`src/rtl/cps_pkg.sv`:
```
// Shared definitions for the cross-point-switch configuration controller.
//   - state encoding used by cps_config_ctrl
//   - default chain length, clock divider and reset-hold length
//   - cnt_width(): counter width for a count range, never below 1 bit
package cps_pkg;

  localparam int unsigned CFG_BITS_DEF   = 32;
  localparam int unsigned DIV_DEF        = 4;
  localparam int unsigned RST_CYCLES_DEF = 16;

  typedef enum logic [2:0] {
    RST_HOLD,
    IDLE,
    SHIFT_LO,
    SHIFT_HI,
    UPDATE
  } cps_state_t;

  // ceil(log2(n)), clamped so a range of 1 still gets a legal 1-bit vector
  function automatic int unsigned cnt_width(input int unsigned n);
    return (n <= 1) ? 1 : $clog2(n);
  endfunction

endpackage

```
`src/rtl/cps_tick_gen.sv`:
```
// Phase counter for one CPS_clk half-period.
//   clk      in  system clock
//   reset    in  asynchronous active-high reset
//   i_clr    in  hold the counter at 0 (states that are not timed)
//   o_tick_c out high on the last clk cycle of a DIV-cycle phase
// The counter restarts from 0 after every tick, and every tick is a state
// change in the controller, so each state starts with a fresh phase.
module cps_tick_gen
  import cps_pkg::*;
#(
  parameter int unsigned DIV = DIV_DEF
) (
  input  logic clk,
  input  logic reset,
  input  logic i_clr,
  output logic o_tick_c
);

  localparam int unsigned PW = cnt_width(DIV);
  localparam logic [PW-1:0] LAST = PW'(DIV - 1);

  logic [PW-1:0] r_phase;

  assign o_tick_c = (r_phase == LAST);

  // counts 0..DIV-1 and restarts; never runs past LAST
  always_ff @(posedge clk or posedge reset) begin
    if (reset) begin
      r_phase <= '0;
    end else if (i_clr || o_tick_c) begin
      r_phase <= '0;
    end else begin
      r_phase <= r_phase + PW'(1);
    end
  end

endmodule

```
`src/rtl/cps_config_ctrl.sv`:
```
// Serial configuration controller for a cross-point switch.
//   clk, reset    single clock domain, asynchronous active-high reset
//   cfg_data      configuration word, shifted MSB first
//   cfg_start     load request, accepted only in IDLE
//   busy          high during reset hold and transfers
//   done          one-cycle pulse at transfer completion
//   readback      chain content shifted out during the last transfer
//   CPS_clk, CPS_ce_n, CPS_datain, CPS_reset_n, CPS_update_n  switch side
//   CPS_dataout   serial data from the switch, synchronous to clk
// All outputs are registers written by the FSM below.
module cps_config_ctrl
  import cps_pkg::*;
#(
  parameter int unsigned CFG_BITS   = CFG_BITS_DEF,
  parameter int unsigned DIV        = DIV_DEF,
  parameter int unsigned RST_CYCLES = RST_CYCLES_DEF
) (
  input  logic                clk,
  input  logic                reset,
  input  logic [CFG_BITS-1:0] cfg_data,
  input  logic                cfg_start,
  output logic                busy,
  output logic                done,
  output logic [CFG_BITS-1:0] readback,
  output logic                CPS_clk,
  output logic                CPS_ce_n,
  output logic                CPS_datain,
  input  logic                CPS_dataout,
  output logic                CPS_reset_n,
  output logic                CPS_update_n
);

  localparam int unsigned BW = cnt_width(CFG_BITS);
  localparam int unsigned RW = cnt_width(RST_CYCLES);

  cps_state_t          r_state;
  logic [BW-1:0]       r_bit_cnt;
  logic [RW-1:0]       r_rst_cnt;
  logic [CFG_BITS-1:0] r_sr;
  logic                w_tick;
  logic                w_clr;

  // phase timing only runs in the DIV-timed states
  assign w_clr = (r_state == IDLE) || (r_state == RST_HOLD);

  cps_tick_gen #(.DIV(DIV)) u_tick (
    .clk      (clk),
    .reset    (reset),
    .i_clr    (w_clr),
    .o_tick_c (w_tick)
  );

  // controller FSM; outputs are updated together with the state they belong to
  always_ff @(posedge clk or posedge reset) begin
    if (reset) begin
      r_state      <= RST_HOLD;
      r_bit_cnt    <= '0;
      r_rst_cnt    <= '0;
      r_sr         <= '0;
      busy         <= 1'b1;
      done         <= 1'b0;
      readback     <= '0;
      CPS_clk      <= 1'b0;
      CPS_ce_n     <= 1'b1;
      CPS_datain   <= 1'b0;
      CPS_reset_n  <= 1'b0;
      CPS_update_n <= 1'b1;
    end else begin
      done <= 1'b0;
      case (r_state)
        RST_HOLD: begin
          if (r_rst_cnt == RW'(RST_CYCLES - 1)) begin
            r_rst_cnt   <= '0;
            CPS_reset_n <= 1'b1;
            busy        <= 1'b0;
            r_state     <= IDLE;
          end else begin
            r_rst_cnt <= r_rst_cnt + RW'(1);
          end
        end
        IDLE: begin
          if (cfg_start) begin
            r_sr       <= cfg_data;
            r_bit_cnt  <= BW'(CFG_BITS - 1);
            CPS_datain <= cfg_data[CFG_BITS-1];
            CPS_ce_n   <= 1'b0;
            busy       <= 1'b1;
            r_state    <= SHIFT_LO;
          end
        end
        SHIFT_LO: begin
          // rising CPS_clk edge: sample the bit the switch is presenting
          if (w_tick) begin
            CPS_clk  <= 1'b1;
            readback <= {readback[CFG_BITS-2:0], CPS_dataout};
            r_state  <= SHIFT_HI;
          end
        end
        SHIFT_HI: begin
          if (w_tick) begin
            CPS_clk <= 1'b0;
            if (r_bit_cnt == '0) begin
              CPS_ce_n     <= 1'b1;
              CPS_update_n <= 1'b0;
              r_state      <= UPDATE;
            end else begin
              // next bit appears with the falling CPS_clk edge
              r_sr       <= {r_sr[CFG_BITS-2:0], 1'b0};
              CPS_datain <= r_sr[CFG_BITS-2];
              r_bit_cnt  <= r_bit_cnt - BW'(1);
              r_state    <= SHIFT_LO;
            end
          end
        end
        UPDATE: begin
          if (w_tick) begin
            CPS_update_n <= 1'b1;
            busy         <= 1'b0;
            done         <= 1'b1;
            r_state      <= IDLE;
          end
        end
        default: r_state <= RST_HOLD;
      endcase
    end
  end

endmodule

```
`config.mk`:
```
export PLATFORM = sky130hd
export DESIGN_NAME = cps_config_ctrl
export DESIGN_NICKNAME = d
export VERILOG_FILES = /design/src/rtl/cps_pkg.sv /design/src/rtl/cps_tick_gen.sv /design/src/rtl/cps_config_ctrl.sv
export SDC_FILE = /design/constraint.sdc
export NUM_CORES = 1
export LEC_CHECK = 0
export BUFFER_PORTS_ARGS = -buffer_cell sky130_fd_sc_hd__clkbuf_2
export CORE_AREA = 4 4 94 96
export CTS_CLUSTER_SIZE = 20
export DETAILED_ROUTE_END_ITERATION = 16
export DIE_AREA = 0 0 98 100
export GPL_ROUTABILITY_DRIVEN = 1
export PLACE_DENSITY_LB_ADDON = 0.2
export SLEW_MARGIN = 20
export SYNTH_ARGS = -nofsm -noshare
export SYNTH_HDL_FRONTEND = slang
export SYNTH_SLANG_ARGS = --single-unit
export TNS_END_PERCENT = 1
```
`constraint.sdc`:
```
create_clock -name clk -period 4.07 [get_ports clk]
set_clock_uncertainty 0.15 [all_clocks]
set_input_delay 0.814 -clock clk [delete_from_list [all_inputs] [get_ports clk]]
set_output_delay 0.814 -clock clk [all_outputs]
set_load 0.05 [all_outputs]
```
==> results of run 1 <==
==> Yosys cell counts, drive strengths merged <==
library cell and count:
mux2 96, dfrtp 81, buf 10, nand2 9, clkbuf 7, inv 7, a21oi 6, nand3 5
nor2 5, nor3 4, o21ai 4, dfstp 3, ha 3, a21o 2, a2bb2oi 2, a31o 2
a32o 2, nand3b 2, o31ai 2, o41ai 2, a211o 1, a211oi 1, a221oi 1, a311oi 1
a31oi 1, a41o 1, and3 1, and3b 1, and4bb 1, mux2i 1, nand2b 1, nand4 1
nor2b 1, nor3b 1, nor4b 1, o22a 1, or4b 1, xnor2 1
==> where the power goes <==
part           switching, mW  internal (mW)  leakage, nW
logic                  0.575          0.714         1.04
registers              0.182           1.10         1.07
clock network          0.277          0.278       0.0959
==> cell type report <==
| cell class | count | area share (%) |
|---|---|---|
| Timing Repair Buffer | 77 | 9.01 |
| Multi-Input combinational cell | 164 | 36.7 |
| Clock inverter | 5 | 1.20 |
| Clock buffer | 10 | 2.83 |
| Inverter | 7 | 0.611 |
| Tap cell | 105 | 2.92 |
| Sequential cell | 84 | 46.8 |
==> cells by family after synthesis <==
logic type                 share of synthesized area [%]
and+or+nand+nor                                     4.85
buffers and inverters                               3.82
AOI/OAI and AO/OA                                   5.43
xor gates and xnor gates                           0.225
DFF                                                 54.1
muxes                                               30.6
adders and majority gates                          0.964
==> sequential cells by signal, summed over array words and instances, names as in the netlist <==
register and cells:
CPS_reset_n 1, done 1, r_sr 31, r_state 3, r_rst_cnt 4, CPS_datain 1, CPS_clk 1, u_tick.r_phase 2
CPS_ce_n 1, readback 32, busy 1, CPS_update_n 1, r_bit_cnt 5
==> per-layer routing <==
metal  vias to the layer above  global-route usage [%]  share of wire, %
li1                       1131                       -                 -
met1                      1158                    19.0                46
met2                        49                    22.5                46
met3                         7                    6.05               6.1
met4                         0                    4.79               1.1
met5                         -                       0                 0
==> worst max path at each step <==
stage | start | endpoint | slack, ns | depth (start not counted)
finish | u_tick.r_phase[0] | readback[15] | 1.45 | 5
floorplan | reset | CPS_clk | 0.95 | 1
CTS | r_state[1] | r_sr[30] | 1.17 | 4
global placement | cfg_start | r_sr[28] | 1.22 | 4
global route | u_tick.r_phase[0] | readback[27] | 1.22 | 5
detailed placement | cfg_start | r_sr[28] | 1.19 | 4
==> stage by stage <==
stage / worst slack, ns / std cells / total power [mW] / util (%)
after floorplan: 0.946 / 272 / 2.41 / -
after global placement: 1.22 / 437 / 2.57 / 53.6
after detailed placement: 1.19 / 437 / 2.60 / 53.6
after CTS: 1.17 / 452 / 3.17 / 55.8
after global routing: 1.22 / 452 / 3.35 / 55.9
final: 1.45 / 452 / 3.12 / 55.9
==> reports/results.ini, run 1 <==
[sta]
tns_ns = 0
holdWs_ns = 0.298
worstMarginPinSlew_ns = 0.905
rsz0062_at_grt = no
fin_crit_ns = 2.62
fin_crit_sh_pct = 64.4
max_freq_mhz = 382
hold_viol_final = 0
setup_violations = 0
relSlewSlack_pct = 39.6
finalMaxSlewViolations = 0

[floorplan]
die_y_um = 100
core-area_mm2 = 0.00805
die-area_mm2 = 0.00980
num_rows = 33
initial_core_util_pct = 48.4
io_pins = 75
die_w_um = 98

[detailed_routing]
wire_per_inst_um = 14.7
wl_um = 6670
drt_iter0_markers = 90
dr_total_vias = 2345
dr.pass1.iters = 4
ant_nets = 0
drcViolationCount = 0
vias_per_cell = 5.19

[finish]
fill_cells = 679
drive_above_1_share_pct = 56.5
multiInputGateArea_mm2 = 0.00165
areaGrowthSynthToFinish_pct = 15.6
layout_common_cells = 81 x dfrtp_1, 74 x clkbuf_2, 69 x mux2_2
fin_area_mm2 = 0.00450
layout_commonest_cell = dfrtp_1
layout.nets = 382
seq_area_mm2 = 0.00211
antennaDiodeCount = 0

[min_path]
whs_path_depth = 1
hold_end = u_tick.r_phase[0]
hp-class = reg2reg
hp-start = u_tick.r_phase[0]

[worst_setup_path]
crit_path_start_kind = flop
crit_path_end_kind = flop
reg2reg_to = readback[15]
required_ns = 4.15
crit_type = reg2reg
reg2regPathDepth = 5
worst_path_max_delay_cell = nor2_2
path_max_fanout = 19
crit_family = simple AND/OR/NAND/NOR gates
reg2reg_from = u_tick.r_phase[0]
rrSetupSlack_ns = 1.45
cpPeakStageDelay_ns = 0.64
crit_buf_inv = 1
crit_chain = ha_1 -> nand3b_1 -> nor2_2 -> buf_12 -> mux2_2
arrival_ns = 2.70

[place]
gp_congestion = 0.798
dpl.hpwl_um = 4510
place.port_buffers = 74
place_area_mm2 = 0.00431

[pwr]
powerDensity_mw_per_mm2 = 694
leakagePower_nw = 2.20
irDropWorstVdd_mv = 0.312

[logic_synthesis]
synth_area_mm2 = 0.00389
synthTopCellsByArea = dfrtp_1 52%, mux2_2 20%, mux2_4 10%
synth.distinct_cells = 43
syn_avg_cell_area_um2 = 14.3
synth_nets = 311
synth_top_area_cell = dfrtp_1
netlist_instances = 272
yosysSeqAreaShare_pct = 54.1
yosys.area.top_type_share_pct = 52.1
yosysWarningCount = 0
synth-seq-cells = 84

[clock_network]
cts_max_level = 3
cts_tree = built
cts.clk_slew.worst_paths_ns = 0.08
worst_skew_pair.late_latency_ns = 0.34
postCtsHoldBufs = 0
post_cts_buffers = 0
cts_root_buf = clkbuf_8
cts_resized = 0
cts_buffer_depth = 2
clock-sinks = 84
cts_made_buffers = 9

[global_route]
gr-total-overflow = 0
grt_pass1_wl_um = 11400
grt_pass1_vias = 2393
grt_max_degree = 54
antenna_found_initial = 0
grt_usage_pct = 14.6

[status]
status = complete, no violations

[flow_run]
drv_cap = 0

Power figures use the tool's default switching activity.
==> run 2, diff against run 1 <==
==> constraint.sdc (replaced) <==
create_clock -name clk -period 2.44 [get_ports clk]
set_clock_uncertainty 0.15 [all_clocks]
set_input_delay 0.488 -clock clk [delete_from_list [all_inputs] [get_ports clk]]
set_output_delay 0.488 -clock clk [all_outputs]
set_load 0.05 [all_outputs]
==> run 2 against run 1 <==
Net effect:
- clock power rose by 71%
- flip-flop and latch count did not move
- fmax rose by 16%
- utilization rose by 0.99 points
- combinational power rose by 75%
- critical path depth rose by 1
- global-route usage rose by 0.34 points
- via count rose by 0.98%
- largest cell class unchanged
- largest power group unchanged
==> reports/results.ini, run 2 (synthesis results as in run 1) <==
[finish]
layout_commonest_cell = dfrtp_1
fin_area_mm2 = 0.00458
layout_common_cells = 81 x dfrtp_1, 74 x clkbuf_2, 69 x mux2_2
regMostFlops = readback
reg_top3 = readback: 32 flops, r_sr: 31 flops, r_bit_cnt: 5 flops
layout.nets = 389
areaGrowthSynthToFinish_pct = 17.7
drive_above_1_share_pct = 57.5
largest_reg_flops = 32
antennaDiodeCount = 0

[sta]
relSlewSlack_pct = 61.5
finalMaxSlewViolations = 0
hold_viol_final = 0
tns_ns = 0
holdWs_ns = 0.199
fin_crit_sh_pct = 92.3
max_freq_mhz = 444
rsz0062_at_grt = no
setup_violations = 0
worstMarginPinSlew_ns = 0.570
fin_crit_ns = 2.25

[pwr]
fin_total_pwr_mw = 5.32
powerDensity_mw_per_mm2 = 1160
irDropWorstVdd_mv = 0.687
leakagePower_nw = 2.23

[floorplan]
num_rows = 33
die_y_um = 100
core-area_mm2 = 0.00805
io_pins = 75
die_w_um = 98
initial_core_util_pct = 48.4
die-area_mm2 = 0.00980

[detailed_routing]
drt_iter0_markers = 76
ant_nets = 0
dr_total_vias = 2368
wire_per_inst_um = 14.7
drcViolationCount = 0
dr.pass1.iters = 4
wl_um = 6740
vias_per_cell = 5.15

[min_path]
hp-class = in2reg
hp-start = cfg_data[0]

[worst_setup_path]
arrival_ns = 2.34
crit_path_start_kind = flop
cp-startpoint = r_bit_cnt[0]
crit_chain = inv_1 -> ha_1 -> or4b_4 -> a31o_2 -> buf_12 -> mux2_4
path_max_fanout = 34
required_ns = 2.53
cpPeakStageDelay_ns = 0.50
crit_path_end_kind = flop
reg2reg_from = r_bit_cnt[0]
worst_path_max_delay_cell = or4b_4
crit_type = reg2reg

[clock_network]
cts_resized = 0
cts_tree = built
clock-sinks = 84
cts.clk_slew.worst_paths_ns = 0.09
cts_max_level = 3
cts_made_buffers = 9
cts_buffer_depth = 2
postCtsHoldBufs = 1
cts_root_buf = clkbuf_8
worst_skew_pair.late_latency_ns = 0.35
post_cts_buffers = 0

[global_route]
antenna_found_initial = 0
grt_busiest_layer = met2
grt_max_degree = 73
use_met2_pct = 22.6
gr-total-overflow = 0
use_met3_pct = 4.10
grt_pass1_wl_um = 11900
grt_pass1_vias = 2507
met1_usage_pct = 21.0
grt_usage_pct = 15.0

[place]
place_area_mm2 = 0.00438
place.port_buffers = 74
gp_congestion = 0.785
dpl.hpwl_um = 4650

[status]
status = complete, no violations

[flow_run]
drv_cap = 0

## run 2: cell types whose count changed in the layout (fill, tap and decap cells not counted), sizes merged
| cell | before | now |
|---|---|---|
| clkinv | 5 | 0 |
| clkinvlp | 0 | 3 |
| dlygate4sd3 | 0 | 1 |
| inv | 6 | 11 |
| bufinv | 1 | 0 |
| clkbuf | 84 | 83 |
| buf | 3 | 9 |
## run 2: path summary, 6_finish.rpt
kind | slack, ns | endpoint | cells after the start
max | 0.19 | r_sr[27] | 6
min | 0.20 | r_sr[0] | 3
max reg2reg | 0.19 | r_sr[27] | 6
min reg2reg | 0.29 | u_tick.r_phase[0] | 1
max in group asynchronous | 0.94 | busy | 4
min in group asynchronous | 0.50 | r_sr[30] | 3
## run 2: metrics by stage
stage | cells | utilization [%] | setup slack [ns]
after floorplan | 272 | - | 0.268
after global placement | 443 | 54.5 | 0.243
after detailed placement | 443 | 54.5 | 0.204
after CTS | 460 | 56.9 | 0.192
after global routing | 460 | 56.9 | 0.103
final | 460 | 56.9 | 0.187
## run 2: final cells by class
| type | count | area [um2] |
|---|---|---|
| inverters | 7 | 30.0 |
| clock inverters | 7 | 63.8 |
| repair buffers | 84 | 485 |
| flip-flops and latches | 84 | 2110 |
| clock buffers | 9 | 124 |
| well taps | 105 | 131 |
| fillers | 705 | 3470 |
| multi-input cells | 164 | 1640 |
## run 2: critical path: cells and delay by family, from the launching register on
kind / cells / cell delay (ns)
fa+ha+maj: 1 / 0.20
flops: 1 / 0.42
mux: 1 / 0.31
compound gates: 1 / 0.28
simple gates: 1 / 0.50
buf+inv: 2 / 0.26
## run 2: layer usage
layer  vias to the layer above  wire length, um  part of all wire, %
met1                      1161             3280                   49
met4                         0               72                  1.1
met2                        57             3060                   45
met5                         -                0                    0
met3                         7              330                  4.9
li1                       1143                -                    -
## run 2: power by group
part | total [mW] | switching [mW] | internal, mW
Combinational | 2.26 | 1.01 | 1.25
Sequential | 2.10 | 0.273 | 1.83
Clock | 0.951 | 0.556 | 0.395
Total | 5.32 | 1.84 | 3.47
